--- src/rtl/cam_pkg.sv ---
// Shared types and defaults for the camera frame-capture path.
// Imported by the capture controller and its byte packer.
package cam_pkg;

  typedef enum logic [2:0] {
    IDLE,
    ARM,
    SYNC,
    CAPTURE,
    DONE
  } cam_state_t;

  localparam int DEFAULT_H_PIXELS = 160;
  localparam int DEFAULT_V_LINES  = 120;
  localparam int DEFAULT_ADDR_W   = 15;
  localparam int BYTES_PER_PIXEL  = 2;

  // Phase value at which the byte in flight completes a pixel.
  localparam logic LAST_PHASE = 1'(BYTES_PER_PIXEL - 1);

  function automatic logic rising(input logic cur, input logic prev);
    return cur & ~prev;
  endfunction

  function automatic logic falling(input logic cur, input logic prev);
    return ~cur & prev;
  endfunction

endpackage

--- src/rtl/cam_byte_packer.sv ---
// Packs consecutive camera bytes into 16-bit pixels {first, second}.
// The write strobe is registered and lines up with the registered pixel word.
module cam_byte_packer
  import cam_pkg::*;
(
  input  logic        pclk,
  input  logic        rst,
  input  logic        en,
  input  logic        clr,
  input  logic        href,
  input  logic [7:0]  data,
  output logic        wr_en,
  output logic [15:0] wr_data,
  output logic        phase,
  output logic        pix_stb
);

  logic        phase_reg;
  logic [7:0]  hi_byte_reg;
  logic [15:0] wr_data_reg;
  logic        wr_en_reg;
  logic        byte_stb;

  assign byte_stb = en & href;
  assign pix_stb  = byte_stb & (phase_reg == LAST_PHASE);

  always_ff @(posedge pclk) begin
    if (rst) begin
      phase_reg   <= 1'b0;
      hi_byte_reg <= 8'h00;
      wr_data_reg <= 16'h0000;
      wr_en_reg   <= 1'b0;
    end else begin
      wr_en_reg <= pix_stb;
      if (clr) begin
        phase_reg <= 1'b0;
      end else if (byte_stb) begin
        phase_reg <= ~phase_reg;
      end
      if (byte_stb && (phase_reg != LAST_PHASE)) begin
        hi_byte_reg <= data;
      end
      if (pix_stb) begin
        wr_data_reg <= {hi_byte_reg, data};
      end
    end
  end

  assign wr_en   = wr_en_reg;
  assign wr_data = wr_data_reg;
  assign phase   = phase_reg;

endmodule

--- src/rtl/cam_capture_ctrl.sv ---
// Single-frame capture controller: arms on start, waits for a full vsync pulse,
// then writes one frame of packed pixels to linear frame-buffer addresses.
module cam_capture_ctrl
  import cam_pkg::*;
#(
  parameter int H_PIXELS = DEFAULT_H_PIXELS,
  parameter int V_LINES  = DEFAULT_V_LINES,
  parameter int ADDR_W   = DEFAULT_ADDR_W
) (
  input  logic              pclk,
  input  logic              rst,
  input  logic              start,
  input  logic              vsync,
  input  logic              href,
  input  logic [7:0]        data,
  output logic              wr_en,
  output logic [ADDR_W-1:0] wr_addr,
  output logic [15:0]       wr_data,
  output logic              busy,
  output logic              frame_done,
  output logic              err
);

  localparam int PX_W = $clog2(H_PIXELS + 1);
  localparam int LN_W = $clog2(V_LINES + 1);

  cam_state_t        state_reg, state_next;
  logic              vsync_q_reg, href_q_reg;
  logic [PX_W-1:0]   px_cnt_reg;
  logic [LN_W-1:0]   line_cnt_reg;
  logic [ADDR_W-1:0] line_base_reg;
  logic [ADDR_W-1:0] wr_addr_reg;
  logic              err_reg;

  logic vsync_rise, vsync_fall, href_fall;
  logic capturing, line_full, last_line;
  logic end_full, end_short;
  logic pk_en, pk_clr, pk_phase, pix_stb;

  assign vsync_rise = rising(vsync, vsync_q_reg);
  assign vsync_fall = falling(vsync, vsync_q_reg);
  assign href_fall  = falling(href, href_q_reg);

  assign capturing = (state_reg == CAPTURE);
  assign line_full = (px_cnt_reg == PX_W'(H_PIXELS));
  assign last_line = (line_cnt_reg == LN_W'(V_LINES - 1));
  assign end_full  = capturing & href_fall & last_line;
  assign end_short = capturing & vsync_rise & ~end_full;

  // Bytes beyond a full line never reach the packer; outside CAPTURE the phase is held at 0.
  assign pk_en  = capturing & ~line_full;
  assign pk_clr = ~capturing | href_fall;

  cam_byte_packer u_packer (
    .pclk    (pclk),
    .rst     (rst),
    .en      (pk_en),
    .clr     (pk_clr),
    .href    (href),
    .data    (data),
    .wr_en   (wr_en),
    .wr_data (wr_data),
    .phase   (pk_phase),
    .pix_stb (pix_stb)
  );

  always_ff @(posedge pclk) begin
    if (rst) begin
      state_reg <= IDLE;
    end else begin
      state_reg <= state_next;
    end
  end

  always_comb begin
    state_next = state_reg;
    case (state_reg)
      IDLE:    if (start)                  state_next = ARM;
      ARM:     if (vsync_rise)             state_next = SYNC;
      SYNC:    if (vsync_fall)             state_next = CAPTURE;
      CAPTURE: if (end_full || vsync_rise) state_next = DONE;
      DONE:                                state_next = IDLE;
      default:                             state_next = IDLE;
    endcase
  end

  always_comb begin
    busy       = 1'b1;
    frame_done = 1'b0;
    case (state_reg)
      IDLE:    busy = 1'b0;
      DONE:    frame_done = 1'b1;
      default: ;
    endcase
  end

  always_ff @(posedge pclk) begin
    if (rst) begin
      vsync_q_reg   <= 1'b0;
      href_q_reg    <= 1'b0;
      px_cnt_reg    <= '0;
      line_cnt_reg  <= '0;
      line_base_reg <= '0;
      wr_addr_reg   <= '0;
      err_reg       <= 1'b0;
    end else begin
      vsync_q_reg <= vsync;
      href_q_reg  <= href;
      if ((state_reg == IDLE) && start) begin
        err_reg       <= 1'b0;
        px_cnt_reg    <= '0;
        line_cnt_reg  <= '0;
        line_base_reg <= '0;
      end else if (capturing) begin
        if (pix_stb) begin
          wr_addr_reg <= line_base_reg + ADDR_W'(px_cnt_reg);
          px_cnt_reg  <= px_cnt_reg + PX_W'(1);
        end
        // Line base accumulates by H_PIXELS per line instead of multiplying.
        if (href_fall) begin
          px_cnt_reg    <= '0;
          line_cnt_reg  <= line_cnt_reg + LN_W'(1);
          line_base_reg <= line_base_reg + ADDR_W'(H_PIXELS);
          if (pk_phase) begin
            err_reg <= 1'b1;
          end
        end
        if ((href && line_full) || end_short) begin
          err_reg <= 1'b1;
        end
      end
    end
  end

  assign wr_addr = wr_addr_reg;
  assign err     = err_reg;

endmodule
--- config.mk ---
export PLATFORM = sky130hd
export DESIGN_NAME = cam_capture_ctrl
export DESIGN_NICKNAME = d
export VERILOG_FILES = /design/src/rtl/cam_pkg.sv /design/src/rtl/cam_byte_packer.sv /design/src/rtl/cam_capture_ctrl.sv
export SDC_FILE = /design/constraint.sdc
export NUM_CORES = 1
export LEC_CHECK = 0
export CORE_ASPECT_RATIO = 2
export CORE_MARGIN = 5
export CORE_UTILIZATION = 55
export CTS_CLUSTER_DIAMETER = 50
export DETAILED_ROUTE_END_ITERATION = 10
export PLACE_DENSITY = 0.91
export SKIP_LAST_GASP = 1
export SLEW_MARGIN = 20
export SYNTH_ARGS = -nofsm -noshare
export SYNTH_HDL_FRONTEND = slang
export SYNTH_SLANG_ARGS = --single-unit
--- constraint.sdc ---
create_clock -name pclk -period 2.5 [get_ports pclk]
set_clock_uncertainty 0.05 [all_clocks]
set_input_delay 0.5 -clock pclk [delete_from_list [all_inputs] [get_ports pclk]]
set_output_delay 0.5 -clock pclk [all_outputs]
set_load 0.005 [all_outputs]
==> impl_results.md <==
- Max FFs per register: 16
- Die area: 0.00740 mm^2
- Chip height: 117 um
- Die Span X: 63.4 um
- Hold buffers post-CTS: 0
- ANT cells: 0
- RSZ-0062 raised after global routing: false
- Post-route DRC violation count: 0
- Power, Total: 2.76 mW
- Hold EP: wr_addr[7]
- Via-to-Cell Ratio: 5.66
- Drt first pass iters: 4
- Placer Congestion: 0.844
- Clock transition at path regs: 0.05 ns
- Slew HR: 62.4%
- Req. time, crit path: 1.95 ns
- Top-count cell post-synth: dfxtp_1
- Grt ovf: 0
- Crit path time final: 2.23 ns
- Cell Area, Synth: 0.00313 mm^2
- R2R cell count: 7
- MaxCap Viol Count: 0
- Count of different cell masters after synthesis: 44
- Largest net degree at the start of global routing: 38
- Max IR drop VDD: 760 uV
- Nets@finish: 433
- Slew @ Worst Pin: 0.561 ns
- Yosys top cell area share: 46.0%
- Multi-input logic area: 0.00154 mm^2
- Clock root cell: clkbuf_16
- Setup TNS: 0 ns
- Fin cells: 478
- Yosys top cell by area: dfxtp_1
- Critical path class: reg2out
- Initial antenna violation count: 0
- Area growth from synthesis to layout: 27.7%
- Post-CTS sizing: 0
- Syn avg cell area: 8.51 um^2
- # placed instances: 462
- Leak: 1.36 nW
- Finish-stage setup viols: 0
- CTS Buffer Depth: 2
- Max Clock Freq: 449 MHz
- Synth cell count leaders: dfxtp_1 (72), nand2_1 (60), a21oi_1 (40)
- Final worst-path cycle share: 89.1%
- Setup bufs post-CTS: 0
- Number of I/O pins: 48
- Std cell rows: 39
- Clk sinks: 72
- Worst Hold Launch: wr_addr[7]
- Worst hold stages: 2
- Area post-placement: 0.00364 mm^2
- Final hold vios: 0
- Hold Crit Class: reg2reg
- Port bufs: 47
- H-Tree Depth: 3
- Number of synthesized flops with an enable pin: 0
- CP endpoint kind: output pin
- Overall routing resource usage: 20.4%
- R2r setup slk: 0.55 ns
- Reg-to-Reg End: px_cnt_reg[1]
- Routed Wire Length: 7270 um
- Clock Latency Late Sink: 0.33 ns
- CP startpoint: state_reg[1]
- FF-to-FF Start: px_cnt_reg[0]
- DP HPWL: 4560 um
- Pwr dens: 690 mW/mm^2
- Core box area: 0.00561 mm^2
- Initial Utilization: 55.8%
- Vias: 2,706
- Drt wl/cell: 15.2 um
- # fillers: 396
- Yosys reg bits: 72
- Syn. warnings: 0
- Iter 0 DRT Violations: 132
- Number of global-route vias before repair: 2,677
- Crit path arrival time: 1.68 ns
- Syn Nets: 389
- Top_reg_cell synth: dfxtp_1
- FF+latch area: 0.00144 mm^2
- Routed Antenna Nets: 0
- Global-route wire length before repair: 12,200 um
- Synth top area cells: dfxtp_1 (46%), nand2_1 (7.2%), a21oi_1 (6.4%)
- Worst setup SP type: flop
- Post-synthesis sequential area ratio: 46.0%
- Cell count after synthesis: 368
- Design area: 0.00400 mm^2
- Fraction of layout cells with a size suffix above 1: 7.19%
- Status: complete, no violations
- CP max FO: 12
- CTS tree: done
- Async S/R FF share, synth: 0%
- Max-slew violations: 0
- CTS Buf Count: 9
layout make-up:
cell class              count  share of cell area [%]
multi-input cells         263                    38.5
flip-flops and latches     72                    36.0
well taps                  61                    1.91
clock buffers              11                    6.32
repair buffers             56                    13.8
inverters                  10                   0.938
clock inverters             5                    2.56
placed cells by master (no fill, tap or decap), types with 9 or more instances in the layout:
master and instances:
xnor2_1 15, nand2_1 60, clkbuf_16 9, dfxtp_1 72
o21ai_0 15, or3_1 10, nand3_1 13, a21oi_1 40
nor2_1 32, clkdlybuf4s50_1 47, inv_1 10
layer usage:
layer  routed length [um]  up-vias  GRT usage (%)
met5                    0        -              0
met4                   85        0           6.10
met3                  403       11           5.00
met2                 3920       82           37.0
met1                 2860     1269           23.2
li1                     -     1344              -
power breakdown:
group	leakage, nW	internal (mW)	switching (mW)
registers	0.581	1.16	0.0128
logic	0.603	0.0466	0.0570
clock network	0.172	1.03	0.462
total	1.36	2.23	0.532
stage by stage:
step	setup slack (ns)	util [%]	hold WS [ns]
5_1_grt	0.198	71.3	0.422
4_1_cts	0.263	71.3	0.405
2_1_floorplan	0.839	-	0.381
6_report	0.273	71.3	0.399
3_5_place_dp	0.170	64.9	0.397
3_3_place_gp	0.224	64.9	0.391
worst max-delay path: stages (launching register included):
cell,delay (ns)
dfxtp_1,0.41
or3_1,0.46
clkdlybuf4s50_1,0.49
worst max path at each step:
stage                                    endpoint  slack, ns  cells after the start
final                                        busy       0.27                      2
after detailed placement  u_packer.hi_byte_reg[2]       0.17                      5
after global placement    u_packer.hi_byte_reg[7]       0.22                      5
after floorplan                       wr_addr[11]       0.84                      7
after global routing                         busy       0.20                      2
after CTS                                    busy       0.26                      2
logic make-up after synthesis:
kind of cell,count (synthesis),share of synthesized area [%]
AND/OR/NAND/NOR,152,23.0
AO/OA/AOI/OAI,72,13.7
flip-flops,72,46.0
buffers and inverters,33,4.87
XOR/XNOR,23,6.43
multiplexers,8,2.56
adder cells (fa/ha/maj),8,3.43
(Power assumes the default switching activity.)
==> RTL edit 1, RTL diff (same flow settings) <==
Register the output `wr_data`, cleared by the reset; this adds one clock of latency there. The other outputs are not delayed to match.
--- a/src/rtl/cam_capture_ctrl.sv
+++ b/src/rtl/cam_capture_ctrl.sv
@@ -23,6 +23,8 @@
 
   localparam int PX_W = $clog2(H_PIXELS + 1);
   localparam int LN_W = $clog2(V_LINES + 1);
+
+  logic [15:0] wr_data_d;
 
   cam_state_t        state_reg, state_next;
   logic              vsync_q_reg, href_q_reg;
@@ -59,7 +61,7 @@
     .href    (href),
     .data    (data),
     .wr_en   (wr_en),
-    .wr_data (wr_data),
+    .wr_data (wr_data_d),
     .phase   (pk_phase),
     .pix_stb (pix_stb)
   );
@@ -135,4 +137,12 @@
   assign wr_addr = wr_addr_reg;
   assign err     = err_reg;
 
+  always_ff @(posedge pclk) begin
+    if (rst) begin
+      wr_data <= '0;
+    end else begin
+      wr_data <= wr_data_d;
+    end
+  end
+
 endmodule
Function: changed (a bounded check fails within 10 cycles, from zero or initial values and one cycle with rst high).
==> RTL edit 1 against the unedited design <==
- design area is 12% higher
- global-route usage hardly changed
- sequential cell count is 16 higher
- total power is 3.6% higher
- routed wire length is 8.8% higher
- synthesized area is 15% higher
- sequential share of layout area is 3.2 points higher
- worst setup slack better by 0.071 ns
- critical endpoint is now u_packer.hi_byte_reg[6]$_SDFFE_PP0P_
==> RTL edit 1: results (changes against the unedited design) <==
[routing]
viasPerCell = 5.56  ; -1.9%
firstDrtPassIters = 4  ; unchanged
drtIter0Drc = 260  ; +97%
drt_wl_total_um = 7910  ; +8.8%
num_vias = 3011  ; +11%

[cells_and_area]
n_antenna_cell = 0  ; unchanged
layout.nets = 472  ; +9.0%
drive_gt1_share_pct = 7.24  ; +0.043 points

[die]
die_area_um2 = 8350  ; +13%

[pwr]
p_leak_nw = 1.60  ; +18%
irDropWorstVdd_v = 0.000456  ; -40%

[placed_design]
finalWeightedCongestion = 0.887  ; +5.0%
portBuffers = 47  ; unchanged
dp.cells = 526  ; +14%
pre_cts_ws_ns = 0.0795  ; -0.0908 ns
dp_hpwl_um = 5470  ; +20%

[worst_setup_path]
path_class = reg2reg
crit_fanout = 8  ; -4
r2r_setup_slack_ns = 0.34  ; -0.21 ns
reg2reg_from = px_cnt_reg[1]$_SDFFE_PP0P_
crit_slowest_cell = a2111o_1
rr_worst_depth = 7  ; unchanged
arrival_ns = 2.32  ; +0.64 ns
slowest_delay_ns = 0.60  ; +0.11 ns
r2r-end = u_packer.hi_byte_reg[6]$_SDFFE_PP0P_

[logic_synthesis]
synthTopCellsByCount = dfxtp_1, nand2_1, a21oi_1
synth.avg_cell_area_um2 = 8.88  ; +4.3%
yosysWarningCount = 0  ; unchanged
yosys_most_used_dff = dfxtp_1
synth_area_leaders = dfxtp_1, nand2_1, a21oi_1, nor2_1, nor2b_1
synth_seq_area_share_pct = 49.0  ; +3.0 points
ys_async_sr_fraction_pct = 0  ; unchanged
synthesis.nets = 426  ; +9.5%
yosys.cell_types.count = 51  ; +16%

[min_path]
hold_start = u_packer.wr_data[11]$_SDFFE_PP0P_
min_to = u_packer.wr_data[11]$_SDFFE_PP0P_
holdPathStages = 2  ; unchanged
hold_path_class = reg2reg

[clocking]
post_cts_buffers = 0  ; unchanged
cts.repair.resized = 0  ; unchanged
htree_levels = 3  ; unchanged
clk_latency_ns = 0.34
tritoncts.num_buffers = 9  ; unchanged
clkTransAtPathRegs_ns = 0.06
clk_path_buf_depth = 2  ; unchanged
root_buffer = clkbuf_16

[timing]
min_period_ns = 2.16  ; -0.0707 ns
whs_ns = 0.401  ; +0.00157 ns
tightest_slew_ns = 0.548  ; -0.0135 ns

[outcome]
run_status = finished, final reports clean

[grt]
grt_usage_pct = 20.4  ; +0.042 points
antenna_found_initial = 0  ; unchanged
grt_max_degree = 54  ; +42%
grt_pass1_wl_um = 13200  ; +7.5%
grt_pass1_vias = 2937  ; +9.7%

[RTL edit 1: kinds of logic (layout without fill, tap and decap cells)]
family | Yosys count | in the layout | share of synthesized area [%]
AND/OR/NAND/NOR | 173 | 173 | 23.7
AO/OA/AOI/OAI | 76 | 76 | 13.2
multiplexers | 10 | 10 | 2.78
adder cells (fa/ha/maj) | 8 | 8 | 2.99
flip-flops | 88 | 88 | 49.0
XOR/XNOR | 17 | 17 | 4.14
buffers and inverters | 33 | 84 | 4.18
[RTL edit 1: critical path: cells and delay by family (launching register included)]
family          cells  cell delay (ns)
mux                 1             0.29
buf+inv             2             0.25
simple gates        2             0.22
fa+ha+maj           1             0.18
flops               1             0.45
compound gates      1             0.60
[RTL edit 1: layer usage]
layer / global-route usage, % / vias up / wire, um / part of all wire (%)
met5: 0 / - / 0 / 0
met4: 12.4 / 0 / 322 / 4.1
met3: 4.96 / 32 / 348 / 4.4
met2: 35.5 / 83 / 4360 / 55
met1: 20.8 / 1417 / 2880 / 36
li1: - / 1479 / - / -
[RTL edit 1: layout make-up]
class	count	area, um2
fillers	477	1880
flip-flops and latches	88	1760
multi-input cells	284	1680
repair buffers	59	593
clock buffers	10	239
well taps	86	108
clock inverters	6	67.6
inverters	9	33.8
[RTL edit 1: per-stage QoR]
step | area (um2) | utilization, % | total power, mW
finish | 4490 | 70.5 | 2.86
global route | 4490 | 70.5 | 2.95
CTS | 4490 | 70.5 | 2.89
detailed placement | 4180 | 65.7 | 1.55
global placement | 4180 | 65.7 | 1.55
floorplan | 3590 | - | 1.50
[RTL edit 1: power by group]
part           leakage, nW  total (mW)  switching (mW)  internal, mW
logic                0.744       0.103          0.0539        0.0486
registers            0.709        1.42         0.00763          1.41
clock network        0.145        1.34           0.539         0.804
total                 1.60        2.86           0.600          2.26
==> RTL edit 2, RTL diff (config.mk and constraints unchanged) <==
Made on the original files. Set the package constant `DEFAULT_V_LINES` to 240 (it was 120).
--- a/src/rtl/cam_pkg.sv
+++ b/src/rtl/cam_pkg.sv
@@ -11,7 +11,7 @@
   } cam_state_t;
 
   localparam int DEFAULT_H_PIXELS = 160;
-  localparam int DEFAULT_V_LINES  = 120;
+  localparam int DEFAULT_V_LINES  = 240;
   localparam int DEFAULT_ADDR_W   = 15;
   localparam int BYTES_PER_PIXEL  = 2;
 
Formal check against the unedited RTL: no difference found for any inputs over 10 cycles, from zero or initial values and one cycle with rst high; that may be too few to reach the edited logic, so the function may still have changed.
==> RTL edit 2 against the unedited design <==
- total power shrank 2.7%
- synthesized area is 2.8% higher
- sequential cell count grew 1
- global-route usage rose by 1.5 points
- design area rose by 1.2%
- routed wire length is 8.2% higher
- non-clock buffer count unchanged
- final cell count up 1.5%
- worst setup slack gained 0.051 ns
- count of clock-buffer cells in the layout decreased by 1
- largest cell class unchanged
- largest power group unchanged
==> RTL edit 2: results (changes against the unedited design) <==
[worst_setup_path]
r2r_setup_slack_ns = 0.32  ; -0.23 ns
crit_fanout = 19  ; +7
startpoint = px_cnt_reg[0]$_SDFFE_PP0P_
crit_slowest_cell = o211ai_4
arrival_ns = 2.36  ; +0.68 ns
slowest_delay_ns = 0.51  ; +0.02 ns
r2r-end = wr_addr[8]$_SDFFE_PP0P_
path_class = reg2reg
crit_family = compound AO/OA/AOI/OAI gates

[pwr]
p_clk_share_pct = 50.3  ; -3.6 points
p_leak_nw = 1.40  ; +3.5%
irDropWorstVdd_v = 0.000728  ; -4.2%
p_sw_mw = 0.577  ; +8.5%
p_comb_share_pct = 5.1  ; +1.3 points

[logic_synthesis]
syn-instance-count = 373  ; +1.4%
synthesis.nets = 394  ; +1.3%
synthTopCellsByCount = dfxtp_1, nand2_1, a21oi_1
synth_area_leaders = dfxtp_1, nand2_1, a21oi_1, nor2_1, ha_1
ys_ff_latch = 73  ; +1.4%
yosys.cell_types.count = 50  ; +14%
synthMuxAreaShare_pct = 2.49  ; -0.070 points
synthAdderAreaFrac_pct = 3.34  ; -0.093 points
synth_seq_area_share_pct = 45.4  ; -0.63 points
synth_xor_xnor_area_share_pct = 5.17  ; -1.3 points
synth_compound_area_share_pct = 15.0  ; +1.3 points

[grt]
grt_pass1_wl_um = 13200  ; +8.2%
grt_usage_pct = 21.8  ; +1.5 points
grt_max_degree = 41  ; +7.9%
grt_pass1_vias = 2918  ; +9.0%

[cells_and_area]
inverters = 7  ; -3
n_fill_cell = 415  ; +4.8%
nonClkBufAreaFrac_pct = 13.6  ; -0.16 points
multi_input_area_um2 = 1620  ; +5.3%
clk_share_pct = 7.70  ; -1.2 points
drive_gt1_share_pct = 7.31  ; +0.12 points
final_cells = 485  ; +1.5%
nClkBuffers = 10  ; -1
layout.nets = 440  ; +1.6%
regArea_um2 = 1460  ; +1.4%
fin_area_um2 = 4050  ; +1.2%
multi_input_gates = 272  ; +3.4%

[placed_design]
finalWeightedCongestion = 0.898  ; +6.3%
pre_cts_ws_ns = 0.0538  ; -0.116 ns
dp_hpwl_um = 5380  ; +18%
placed_cell_area_um2 = 3730  ; +2.5%
dp.cells = 469  ; +1.5%

[clocking]
htree_levels = 3  ; unchanged
clk_latency_ns = 0.34

[outcome]
run_status = finished, final reports clean

[timing]
whs_ns = 0.408  ; +0.00841 ns
fmax_mhz = 459  ; +2.3%
tightest_slew_ns = 0.603  ; +0.0418 ns

[min_path]
hold_path_class = reg2reg
hold_start = u_packer.hi_byte_reg[4]$_SDFFE_PP0P_
min_to = u_packer.wr_data[12]$_SDFFE_PP0P_

[routing]
num_vias = 2842  ; +5.0%
routedWlPerCell_um = 16.2  ; +6.6%
drtIter0Drc = 140  ; +6.1%

## RTL edit 2: changes by cell type in the layout (fill, tap and decap cells not counted), moves of 2 or more
cell      before  now
inv_1         10    7
a21oi_1       40   42
nand2_1       60   62
o211a_1        2    4
xnor2_1       15   10
nor3_1         6    4
clkinv_2       1    3
or4_1          0    4
o31ai_1        0    2
or2_2          2    0
and4b_1        3    1
nand3_1       13   11
clkbuf_8       2    0
## RTL edit 2: metal layers
layer / global-route usage (%) / share of wire (%) / vias to the layer above
met5: 0 / 0 / -
li1: - / - / 1386
met1: 22.9 / 37 / 1332
met2: 36.8 / 53 / 100
met3: 6.26 / 5.6 / 24
met4: 14.0 / 3.7 / 0
## RTL edit 2: worst register-to-register path: cells and delay by family, from the launching register on
kind,cells,cell delay (ns)
fa+ha+maj,1,0.16
buf+inv,2,0.42
compound gates,3,0.80
flops,1,0.35
simple gates,1,0.29
